## src/rtl/tt_um_inv_rr_arbiter_if.sv

```systemverilog
// rtl/tt_um_inv_rr_arbiter_if.sv - Tiny Tapeout pin bundle shared by the arbiter and its driver
interface tt_um_inv_rr_arbiter_if;
    logic       ena;
    logic [7:0] ui_in;
    logic [7:0] uo_out;
    logic [7:0] uio_in;
    logic [7:0] uio_out;
    logic [7:0] uio_oe;

    modport master (
        output ena, ui_in, uio_in,
        input  uo_out, uio_out, uio_oe
    );

    modport slave (
        input  ena, ui_in, uio_in,
        output uo_out, uio_out, uio_oe
    );
endinterface

```

## src/rtl/tt_um_inv_rr_arbiter.sv

```systemverilog
// rtl/tt_um_inv_rr_arbiter.sv - round-robin arbiter sharing one registered 4-bit inverter
module tt_um_inv_rr_arbiter #(
    parameter int HOLD_CYCLES = 2
) (
    input  logic                        clk,
    input  logic                        rst_n,
    tt_um_inv_rr_arbiter_if.slave       pins
);

    typedef enum logic [1:0] {
        ST_IDLE = 2'd0,
        ST_BUSY = 2'd1,
        ST_DONE = 2'd2
    } state_t;

    localparam logic [3:0] HOLD_LAST = 4'(HOLD_CYCLES - 1);

    state_t     state_q, state_d;
    logic [1:0] ptr_q,   ptr_d;
    logic [1:0] idx_q,   idx_d;
    logic [3:0] data_q,  data_d;
    logic [3:0] hold_q,  hold_d;
    logic [3:0] txn_q,   txn_d;

    logic [3:0] req;
    logic       valid;
    logic       busy;
    logic [3:0] result;
    logic [1:0] gidx;
    logic [3:0] grant;
    logic       unused_ok;

    assign req       = pins.ui_in[3:0];
    assign unused_ok = &{1'b0, pins.uio_in};

    // First set request at or after ptr, wrapping; the reverse scan lets the nearest one win.
    function automatic logic [1:0] rr_pick(input logic [3:0] r, input logic [1:0] p);
        logic [1:0] sel;
        sel = p;
        for (int i = 3; i >= 0; i--) begin
            if (r[p + 2'(i)]) sel = p + 2'(i);
        end
        return sel;
    endfunction

    always_ff @(posedge clk or negedge rst_n) begin
        if (!rst_n) begin
            state_q <= ST_IDLE;
            ptr_q   <= 2'd0;
            idx_q   <= 2'd0;
            data_q  <= 4'd0;
            hold_q  <= 4'd0;
            txn_q   <= 4'd0;
        end else if (pins.ena) begin
            state_q <= state_d;
            ptr_q   <= ptr_d;
            idx_q   <= idx_d;
            data_q  <= data_d;
            hold_q  <= hold_d;
            txn_q   <= txn_d;
        end
    end

    always_comb begin
        state_d = state_q;
        ptr_d   = ptr_q;
        idx_d   = idx_q;
        data_d  = data_q;
        hold_d  = hold_q;
        txn_d   = txn_q;
        case (state_q)
            ST_IDLE: begin
                if (|req) begin
                    idx_d   = rr_pick(req, ptr_q);
                    data_d  = pins.ui_in[7:4];
                    hold_d  = 4'd0;
                    state_d = ST_BUSY;
                end
            end
            ST_BUSY: begin
                // A released request aborts the grant even on the last hold cycle.
                if (!req[idx_q]) begin
                    state_d = ST_IDLE;
                    ptr_d   = idx_q + 2'd1;
                end else begin
                    hold_d = hold_q + 4'd1;
                    if (hold_q == HOLD_LAST) state_d = ST_DONE;
                end
            end
            ST_DONE: begin
                if (!req[idx_q]) begin
                    state_d = ST_IDLE;
                    ptr_d   = idx_q + 2'd1;
                    txn_d   = txn_q + 4'd1;
                end
            end
            default: state_d = ST_IDLE;
        endcase
    end

    always_comb begin
        valid  = (state_q == ST_BUSY);
        busy   = (state_q != ST_IDLE);
        result = valid ? ~data_q : 4'd0;
        gidx   = busy ? idx_q : 2'd0;
        grant  = busy ? (4'd1 << idx_q) : 4'd0;
    end

    assign pins.uo_out  = {busy, valid, gidx, result};
    assign pins.uio_out = {txn_q, grant};
    assign pins.uio_oe  = 8'hFF;

endmodule

```

## src/flat_wrapper.sv

```systemverilog
// flat-port wrapper written by rule: the top's interface ports become plain ports
module tt_um_inv_rr_arbiter_flat 
#(
    parameter int HOLD_CYCLES = 2
)
  (clk, rst_n, pins_ena, pins_ui_in, pins_uio_in, pins_uo_out, pins_uio_out, pins_uio_oe);
  tt_um_inv_rr_arbiter_if pins_i ();
  input  logic clk;
  input  logic rst_n;
  input wire logic [$bits(pins_i.ena)-1:0] pins_ena;
  input wire logic [$bits(pins_i.ui_in)-1:0] pins_ui_in;
  input wire logic [$bits(pins_i.uio_in)-1:0] pins_uio_in;
  output wire logic [$bits(pins_i.uo_out)-1:0] pins_uo_out;
  output wire logic [$bits(pins_i.uio_out)-1:0] pins_uio_out;
  output wire logic [$bits(pins_i.uio_oe)-1:0] pins_uio_oe;
  assign pins_i.ena = pins_ena;
  assign pins_i.ui_in = pins_ui_in;
  assign pins_i.uio_in = pins_uio_in;
  assign pins_uo_out = pins_i.uo_out;
  assign pins_uio_out = pins_i.uio_out;
  assign pins_uio_oe = pins_i.uio_oe;
  tt_um_inv_rr_arbiter #(.HOLD_CYCLES(HOLD_CYCLES)) u_core (.clk(clk), .rst_n(rst_n), .pins(pins_i));
endmodule
```

## config.mk

```make
export PLATFORM = sky130hd
export DESIGN_NAME = tt_um_inv_rr_arbiter_flat
export DESIGN_NICKNAME = d
export VERILOG_FILES = /design/src/rtl/tt_um_inv_rr_arbiter_if.sv /design/src/rtl/tt_um_inv_rr_arbiter.sv /design/src/flat_wrapper.sv
export SDC_FILE = /design/constraint.sdc
export NUM_CORES = 1
export LEC_CHECK = 0
export CORE_MARGIN = 3
export CORE_UTILIZATION = 30
export CTS_CLUSTER_SIZE = 16
export DETAILED_ROUTE_END_ITERATION = 12
export MAX_ROUTING_LAYER = met4
export PLACE_DENSITY = 0.7
export SLEW_MARGIN = 0
export SYNTH_ARGS = -nofsm -noshare
export SYNTH_HDL_FRONTEND = slang
export SYNTH_SLANG_ARGS = --single-unit
```

## constraint.sdc

```tcl
create_clock -name clk -period 1.65 [get_ports clk]
set_clock_uncertainty 0.1 [all_clocks]
set_input_delay 0.2475 -clock clk [delete_from_list [all_inputs] [get_ports clk]]
set_output_delay 0.2475 -clock clk [all_outputs]
set_load 0.05 [all_outputs]
```

======== After elaboration in Yosys (flattened, before gate mapping) ========
Index checks and enable logic that the tools add are counted.
storage, ports and cells
  register bits ........................... 18
  output and inout bits ................... 24
  input bits .............................. 19
operators by class
  reduce and logical (&&, ||, !) cells .... 10
  shifts and indexed selects .............. 1
  add/sub/neg operators ................... 6
  bitwise logic cells ..................... 2
  equality and inequality tests ........... 7
  $lt $le $gt $ge ......................... 5
  multiplexer cells ....................... 25
operators by type and width
  cell                 count
  $mux 2               9
  $mux 4               4
  $lt 2x3->1 const B   5
  $bmux 1 s2           5
  $reduce_and 3->1     3
  $add 4x1->4 const B  2
  $pmux 4 s2           1
  $reduce_and 4->1     2
  $pmux 2 s3           1
  $mux 1               5
  $add 2x1->2 const B  2
  $add 2x2->2 const B  2
  $eq 4x1->1 const B   1
  $ne 2x2->1 const B   2
  $not 4->4            1
  $reduce_bool 2->1    2
  $reduce_or 4->1      1
  $shl 1x2->4 const A  1
  $ne 3x3->1 const B   1
  $eq 2x1->1 const B   1
  $eq 2x2->1 const B   1
  $logic_not 2->1      1
  $ne 2x1->1 const B   1
  $reduce_or 2->1      1
  $not 1->1            1

======== Logic depth before layout (Yosys ltp) ========
Gate-level depths: netlist of the first run.
  depth in word-level cells ............... 7
  gate-level depth with buffers ........... 7
  depth with buffers taken out ............ 6

======== Worst setup path after synthesis of the first run ========
No wires, ideal clock.
  kind .................................... register to output
  start point ............................. reg u_core.state_q[1]
  end point ............................... out pins_uo_out[0]
  setup slack ............................. -0.403 ns
  stages on the path, launching flop included .. 5
  data required time ...................... 1.302 ns
  arrival time ............................ 1.706 ns
  buffers on the path ..................... 1
  cells stage by stage .................... dfrtp_1 -> inv_1 -> ha_1 -> clkbuf_1 -> nor2b_1
on the way
  longest elaborated chain between the ends .. 2
ends and longest elaborated chain
  what                    line                         text
  start, declared         tt_um_inv_rr_arbiter.sv:18   state_t state_q, state_d;
  start signal, assigned  tt_um_inv_rr_arbiter.sv:55   state_q <= state_d;
  $eq 2x1->1              tt_um_inv_rr_arbiter.sv:102  valid = (state_q == ST_BUSY);
  via u_core.valid        tt_um_inv_rr_arbiter.sv:26   logic valid;
  $mux 4                  tt_um_inv_rr_arbiter.sv:104  result = valid ? ~data_q : 4'd0;
  end, declared           flat_wrapper.sv:13           output wire logic [$bits(pins_i.uo_out)-1:0] pins_uo_out;
The timed path passes the listed nets, and every way through them passes these cells.

======== Worst setup path in the final report of the first run ========
  start point ............................. in pins_ui_in[0]
  end point ............................... reg u_core.ptr_q[1]
on the way
  longest elaborated chain between the ends .. 4
ends and longest elaborated chain
  what                          line                                                    text
  start, declared               flat_wrapper.sv:11                                      input wire logic [$bits(pins_i.ui_in)-1:0] pins_ui_in;
  $bmux 1 s2                    tt_um_inv_rr_arbiter.sv:82, tt_um_inv_rr_arbiter.sv:91
  $mux 1 (implied by the code)  tt_um_inv_rr_arbiter.sv:82, tt_um_inv_rr_arbiter.sv:91
  $not 1->1 (no line)           -
  $reduce_and 3->1 (no line)    -
  end signal, assigned          tt_um_inv_rr_arbiter.sv:56                              ptr_q <= ptr_d;
  end, declared                 tt_um_inv_rr_arbiter.sv:19                              logic [1:0] ptr_q, ptr_d;
No other way between the ends. The select of a mux whose other input is x is not followed.
A chain may end at the register's enable or synchronous reset.

==> flow_summary_export.csv, run 1 <==
group,metric,value,unit
status,status,"finished, violations left",
status,violations,"negative setup slack",
global_route,antenna_found_initial,0,
detailed_routing,via_count,1099,
detailed_routing,routed_wl,3.157,mm
timing,setup_slack,-0.1185,ns
clocking,cts.clk_slew.worst_paths,0.07,ns
synth,syn_inst,129,
placement,place_congestion,0.8225,
global_route,gr-usage-all-layers,13.51,%
placement,dp_hpwl,2.285,mm
detailed_routing,drt_iter0_markers,35,
power_and_ir_drop,p_int,2.418,mW
floorplanning,start_util,32.22,%
timing,holdWs,0.2168,ns
placement,dp_cells,217,
timing,min_period,1.768,ns
clocking,worstSkewPairLatency,0.26,ns
power_and_ir_drop,comb_power_share,72.0,%
finish,final_cell_mix,"buf_4, nand2_1, dfrtp_1, buf_12",
synth,yosysSeqAreaShare,37.08,%
power_and_ir_drop,power_switching,1.888,mW
detailed_routing,drt_pass1_iterations,4,
floorplanning,rows,22,
floorplanning,dieArea,0.004849,mm^2
job,maxCapViolations,0,
power_and_ir_drop,power_per_cell_area,2096,mW/mm^2
critical_path,cp.arrival,1.82,ns
placement,placed_area,0.001828,mm^2
finish,antennaDiodeCount,0,
finish,final_common_cell,"buf_4",
timing,max_freq,565.5,MHz
finish,instances_no_fill,228,
floorplanning,coreArea,0.003771,mm^2
floorplanning,ios,43,
finish,postLayoutCellArea,0.002054,mm^2
clocking,cts_hold_buf,0,
floorplanning,die_w,69.64,um
critical_path,crit_fanout,4,
floorplanning,die_height,69.64,um
finish,finalNetCount,210,
synth,mappedNetlistArea,0.001215,mm^2
placement,numPortBuffers,26,
power_and_ir_drop,p_sw_share,43.84,%
critical_path,crit_required,1.70,ns
timing,post-route-period-util,107.2,%
global_route,grt_pass1_wl,5.237,mm
global_route,overflow,0,
power_and_ir_drop,p_clk_share,8.8,%
detailed_routing,viasPerCell,4.820,
global_route,grt_start_max_net_pins,19,
timing,maxSlewViolCount,0,
power_and_ir_drop,seqPwrFrac,19.2,%
critical_path,startpoint_type,"input pin",
synth,synth.top_cell.area_share,37.08,%
detailed_routing,drc_errors,0,
global_route,grt_pass1_vias,1145,
detailed_routing,antenna_left,0,
detailed_routing,wire_per_inst,13.85,um
clocking,cts_made_buffers,3,
finish,area_growth,69.10,%
clocking,clock_path_buffers,2,
timing,tns,-0.6962,ns
synth,synth.largest_area_cell,"dfrtp_1",
synth,yosysWarnings,0,
critical_path,endpoint_kind,"flip-flop",
finish,drive_gt1_share,45.00,%
finish,fin_util,54.48,%
timing,rsz0062_at_grt,"yes",
synth,synth-seq-cells,18,
synth,syn_avg_cell_area,9.418,um^2
min_path,hold_class,"input pin to asynchronous set/reset pin",
power_and_ir_drop,ir_drop,0.8732,mV
clocking,ctsHtreeMaxLevel,1,
clocking,cts.sink_count,18,
power_and_ir_drop,power_leakage,0.9363,nW
timing,setup_viol,15,
timing,hold_viol_final,0,
clocking,cts_tree,"done",
clocking,cts-root-buf,"clkbuf_8",
synth,synth.area.top_cells,"dfrtp_1, ha_1, buf_4",
synth,synth_cell_types,35,
critical_path,worstSetupPathType,"input pin to flip-flop",
[metrics by stage]
stage / power (mW) / worst slack, ns
4_1_cts: 4.229 / -0.09706
3_5_place_dp: 3.446 / -0.4471
5_1_grt: 4.536 / -0.1798
2_1_floorplan: 2.260 / -0.1480
6_report: 4.306 / -0.1185
3_3_place_gp: 3.382 / -0.4175
[cells by family (layout without fill, tap and decap cells)]
kind of cell,count (synthesis),in the layout,synth area share [%]
compound gates,20,20,12.46
xor+xnor,4,4,2.884
fa+ha+maj,10,10,10.30
buf+inv,20,64,9.269
flops,18,18,37.08
mux,6,6,6.693
other cells,1,8,0.3087
simple gates,50,50,21.01
[registers in the layout, summed over array words and instances (netlist names)]
signal,count
u_core.data_q,4
u_core.hold_q,4
u_core.txn_q,4
u_core.idx_q,2
u_core.ptr_q,2
u_core.state_q,2
[worst paths after layout]
kind | endpoint | slack [ns] | depth (start not counted) | startpoint
setup / recovery | u_core.ptr_q[1] | -0.12 | 5 | pins_ui_in[0]
hold / removal | u_core.txn_q[2] | 0.22 | 2 | rst_n
setup reg to reg | u_core.ptr_q[1] | -0.12 | 4 | u_core.idx_q[0]
hold reg to reg | u_core.txn_q[3] | 0.37 | 1 | u_core.txn_q[3]
max in group asynchronous | u_core.state_q[0] | 1.02 | 2 | rst_n
min in group clk | u_core.txn_q[3] | 0.37 | 1 | u_core.txn_q[3]
[critical path: stages]
cell	delay [ns]
clkdlybuf4s50_1	0.44
mux4_2	0.56
inv_2	0.09
and3_4	0.19
mux2_4	0.30
[power groups by stage]
| stage | clock network (mW) | logic [mW] | registers [mW] |
|---|---|---|---|
| global route | 0.413 | 3.27 | 0.853 |
| CTS | 0.392 | 3.02 | 0.819 |
| finish | 0.378 | 3.10 | 0.826 |
| detailed placement | 0 | 2.63 | 0.812 |
| floorplan | 0 | 1.39 | 0.872 |
| global placement | 0 | 2.58 | 0.797 |
[metal layers]
metal / global-route usage (%) / up-vias / routed length, um
met3: 2.174 / 7 / 137
li1: - / 520 / -
met2: 23.09 / 28 / 1686
met1: 15.66 / 544 / 1270
met5: - / - / 0
met4: 5.745 / 0 / 63
[repair_timing]
item	in CTS	in global routing
buffers inserted	5	3
endpoints found under the setup margin	27	22
hold endpoints to repair	0	0
pin swaps	7	4
resized for setup	36	5
[cell usage after synthesis]
library cell  instances
xor2_1                2
or4_4                 1
nor2b_1              10
mux4_2                1
dfrtp_1              18
o2111ai_1             2
o211ai_2              1
and3_1                3
ha_1                 10
buf_4                10
clkbuf_1              3
or3b_2                1
xnor2_1               2
o21bai_1              1
o21ai_0               6
o2bb2ai_1             1
nand3_1               1
a211o_2               1
a21oi_1               2
nand3b_1              4
nand2b_1              1
conb_1                1
mux2_4                1
a32o_1                1
inv_1                 7
mux2_2                3
nor2_1                7
mux2i_1               1
nand4_1               1
o211a_4               1
o211ai_1              2
a31oi_1               1
nand2_1              20
o22ai_1               1
nor3_1                1
[final cells by class]
cell class                 instances  area (um^2)
fill                             311         1717
timing repair buffer              53        630.6
sequential                        18        451.7
inverter                           7        36.28
tap                               48        60.06
clock buffer                       4        55.05
multi-input combinational         98        820.8
Power figures use the tool's default switching activity.
==> inputs of run 2 (changes only) <==
--- a/config.mk
+++ b/config.mk
@@ -5,12 +5,14 @@
 export SDC_FILE = /design/constraint.sdc
 export NUM_CORES = 1
 export LEC_CHECK = 0
+export CELL_PAD_IN_SITES_DETAIL_PLACEMENT = 1
+export CELL_PAD_IN_SITES_GLOBAL_PLACEMENT = 1
 export CORE_MARGIN = 3
 export CORE_UTILIZATION = 30
 export CTS_CLUSTER_SIZE = 16
 export DETAILED_ROUTE_END_ITERATION = 12
 export MAX_ROUTING_LAYER = met4
-export PLACE_DENSITY = 0.7
+export PLACE_DENSITY = 0.87
 export SLEW_MARGIN = 0
 export SYNTH_ARGS = -nofsm -noshare
 export SYNTH_HDL_FRONTEND = slang
==> run 2 against run 1 <==
Against the previous run:
- the flow still finishes with violations (negative setup slack)
- fmax fell by 0.93%
- global-route usage rose by 3.7 points
- combinational power rose by 3%
- highest routed layer unchanged
- die area did not move
- cell count fell by 1.8%
- critical path type is now flip-flop to flip-flop
- final area fell by 0.67%
- sequential power fell by 1%
- sequential share of layout area rose by 0.087 points
- via count fell by 0.91%
- setup slack got worse by 0.017 ns
==> flow_summary_export.csv, run 2 (synthesized netlist as in run 1, its figures left out) <==
group,metric,value,unit
status,status,"finished, violations left",
status,violations,"negative setup slack",
placement,dp_hpwl,2.625,mm
critical_path,crit_family,"multiplexers",
detailed_routing,antenna_left,0,
critical_path,path_cells,"mux4_2 > inv_2 > and3_4 > mux2_4",
detailed_routing,wl_met3,150,um
finish,antennaDiodeCount,0,
global_route,gr-usage-all-layers,17.21,%
timing,rsz0062_at_grt,"yes",
critical_path,crit_required,1.69,ns
global_route,overflow,0,
global_route,antenna_found_initial,0,
clocking,cts_made_buffers,3,
detailed_routing,highest_layer,"met4",
timing,min_period,1.785,ns
clocking,worstSkewPairLatency,0.25,ns
timing,setup_slack,-0.1351,ns
critical_path,reg2reg_to,"u_core.ptr_q[1]",
timing,hold_viol_final,0,
min_path,hold_class,"input pin to asynchronous set/reset pin",
finish,postLayoutCellArea,0.002041,mm^2
power_and_ir_drop,ir_drop,0.9580,mV
critical_path,crit_fanout,5,
global_route,grt_pass1_wl,6.437,mm
detailed_routing,viasPerCell,4.862,
detailed_routing,drt_iter0_markers,43,
clocking,clock_path_buffers,2,
timing,max_freq,560.2,MHz
floorplanning,rows,22,
finish,final_common_cell,"buf_4",
floorplanning,coreArea,0.003771,mm^2
detailed_routing,routed-wl-met2,2.122,mm
finish,final_cell_mix,"buf_4, nand2_1, dfrtp_1, buf_12",
floorplanning,ios,43,
finish,fill_cells,398,
floorplanning,start_util,32.22,%
placement,numPortBuffers,26,
critical_path,ff2ff_setup_slack,-0.14,ns
placement,placed_area,0.001750,mm^2
detailed_routing,drt-met1-wl,1.448,mm
clocking,ctsHtreeMaxLevel,1,
detailed_routing,wire_per_inst,16.95,um
global_route,grt_pass1_vias,1220,
timing,setup_viol,16,
timing,maxSlewViolCount,0,
finish,largestRegisters,"u_core.data_q x4, u_core.hold_q x4, u_core.txn_q x4",
critical_path,r2r_start,"u_core.idx_q[0]",
power_and_ir_drop,power_per_cell_area,2108,mW/mm^2
finish,drive_gt1_share,46.02,%
job,maxCapViolations,0,
detailed_routing,routed_wl,3.796,mm
global_route,grt_start_max_net_pins,19,
clocking,cts-root-buf,"clkbuf_8",
timing,holdWs,0.2242,ns
clocking,cts.sink_count,18,
critical_path,startpoint_type,"flip-flop",
critical_path,rr_worst_depth,4,
power_and_ir_drop,power_leakage,0.9081,nW
floorplanning,dieArea,0.004849,mm^2
finish,area_growth,67.97,%
critical_path,crit_path_start,"u_core.idx_q[0]",
detailed_routing,via_count,1089,
placement,place_congestion,0.9100,
floorplanning,die_w,69.64,um
critical_path,cp_num_buf_inv,1,
timing,post-route-period-util,108.2,%
floorplanning,die_height,69.64,um
detailed_routing,drc_errors,0,
critical_path,worstSetupPathType,"flip-flop to flip-flop",
critical_path,critPathMaxStageDelay,0.61,ns
finish,finalNetCount,207,
finish,fin_util,54.11,%
critical_path,cp_slowest_cell,"mux4_2",
clocking,cts_tree,"done",
critical_path,cp.arrival,1.83,ns
detailed_routing,drt_pass1_iterations,4,
critical_path,endpoint_kind,"flip-flop",
clocking,cts.clk_slew.worst_paths,0.07,ns
## run 2: cell count changes in the layout (fill, tap and decap cells not counted), moves of 2 or more
cell / previous run / this run
buf_12: 16 / 14
ha_2: 0 / 2
ha_1: 8 / 5
buf_4: 24 / 20
buf_6: 3 / 6
## run 2: layout make-up
type | instances | area (um^2) | area share, %
Inverter | 7 | 35.03 | 1.717
Clock buffer | 3 | 41.29 | 2.023
Tap cell | 48 | 60.06 | 2.943
Timing Repair Buffer | 50 | 593.1 | 29.06
Multi-Input combinational cell | 98 | 860.8 | 42.18
Sequential cell | 18 | 450.4 | 22.07
## run 2: worst reg2reg max path, delay by kind of cell, from the launching register on
| family | cells | cell delay (ns) |
|---|---|---|
| mux | 2 | 0.91 |
| buf+inv | 1 | 0.10 |
| flops | 1 | 0.37 |
| simple gates | 1 | 0.19 |
## run 2: worst max-delay path by stage
stage | to | cells past startpoint
after floorplan | pins_uio_out[0] | 4
after global placement | u_core.hold_q[2] | 5
after detailed placement | u_core.hold_q[2] | 5
after CTS | u_core.ptr_q[0] | 4
after global routing | u_core.ptr_q[0] | 4
final | u_core.ptr_q[1] | 4
## run 2: where the power goes
part           switching (mW)  internal [mW]
Sequential              0.201          0.613
Combinational            1.60           1.58
Clock                   0.147          0.162
Total                    1.95           2.35
## run 2: timing repair
action / CTS / global route
setup buffers: 8 / 3
gates resized for setup: 35 / 11
setup endpoints to repair: 29 / 24
pin swaps: 8 / 6
hold buffers: 0 / 0
## run 2: per-layer routing
layer	track usage [%]	vias to the layer above
met5	-	-
met1	18.02	543
li1	-	513
met3	4.928	8
met4	5.532	0
met2	31.04	25
## run 2: stage by stage
step,setup slack (ns),setup TNS (ns),power (mW),cells
finish,-0.1351,-1.083,4.301,224
CTS,-0.1333,-0.8562,4.169,221
floorplan,-0.1480,-1.214,2.260,136
detailed placement,-0.5195,-7.658,3.379,210
global placement,-0.4515,-6.335,3.273,210
global route,-0.2094,-2.587,4.556,224
==> inputs of run 3 (changes only) <==
--- a/config.mk
+++ b/config.mk
@@ -13,7 +13,7 @@
 export DETAILED_ROUTE_END_ITERATION = 12
 export MAX_ROUTING_LAYER = met4
 export PLACE_DENSITY = 0.87
-export SLEW_MARGIN = 0
+export SLEW_MARGIN = 20
 export SYNTH_ARGS = -nofsm -noshare
 export SYNTH_HDL_FRONTEND = slang
 export SYNTH_SLANG_ARGS = --single-unit
==> results of run 3 <==
No change in the layout: final DEF, timing and power equal those of run 2.
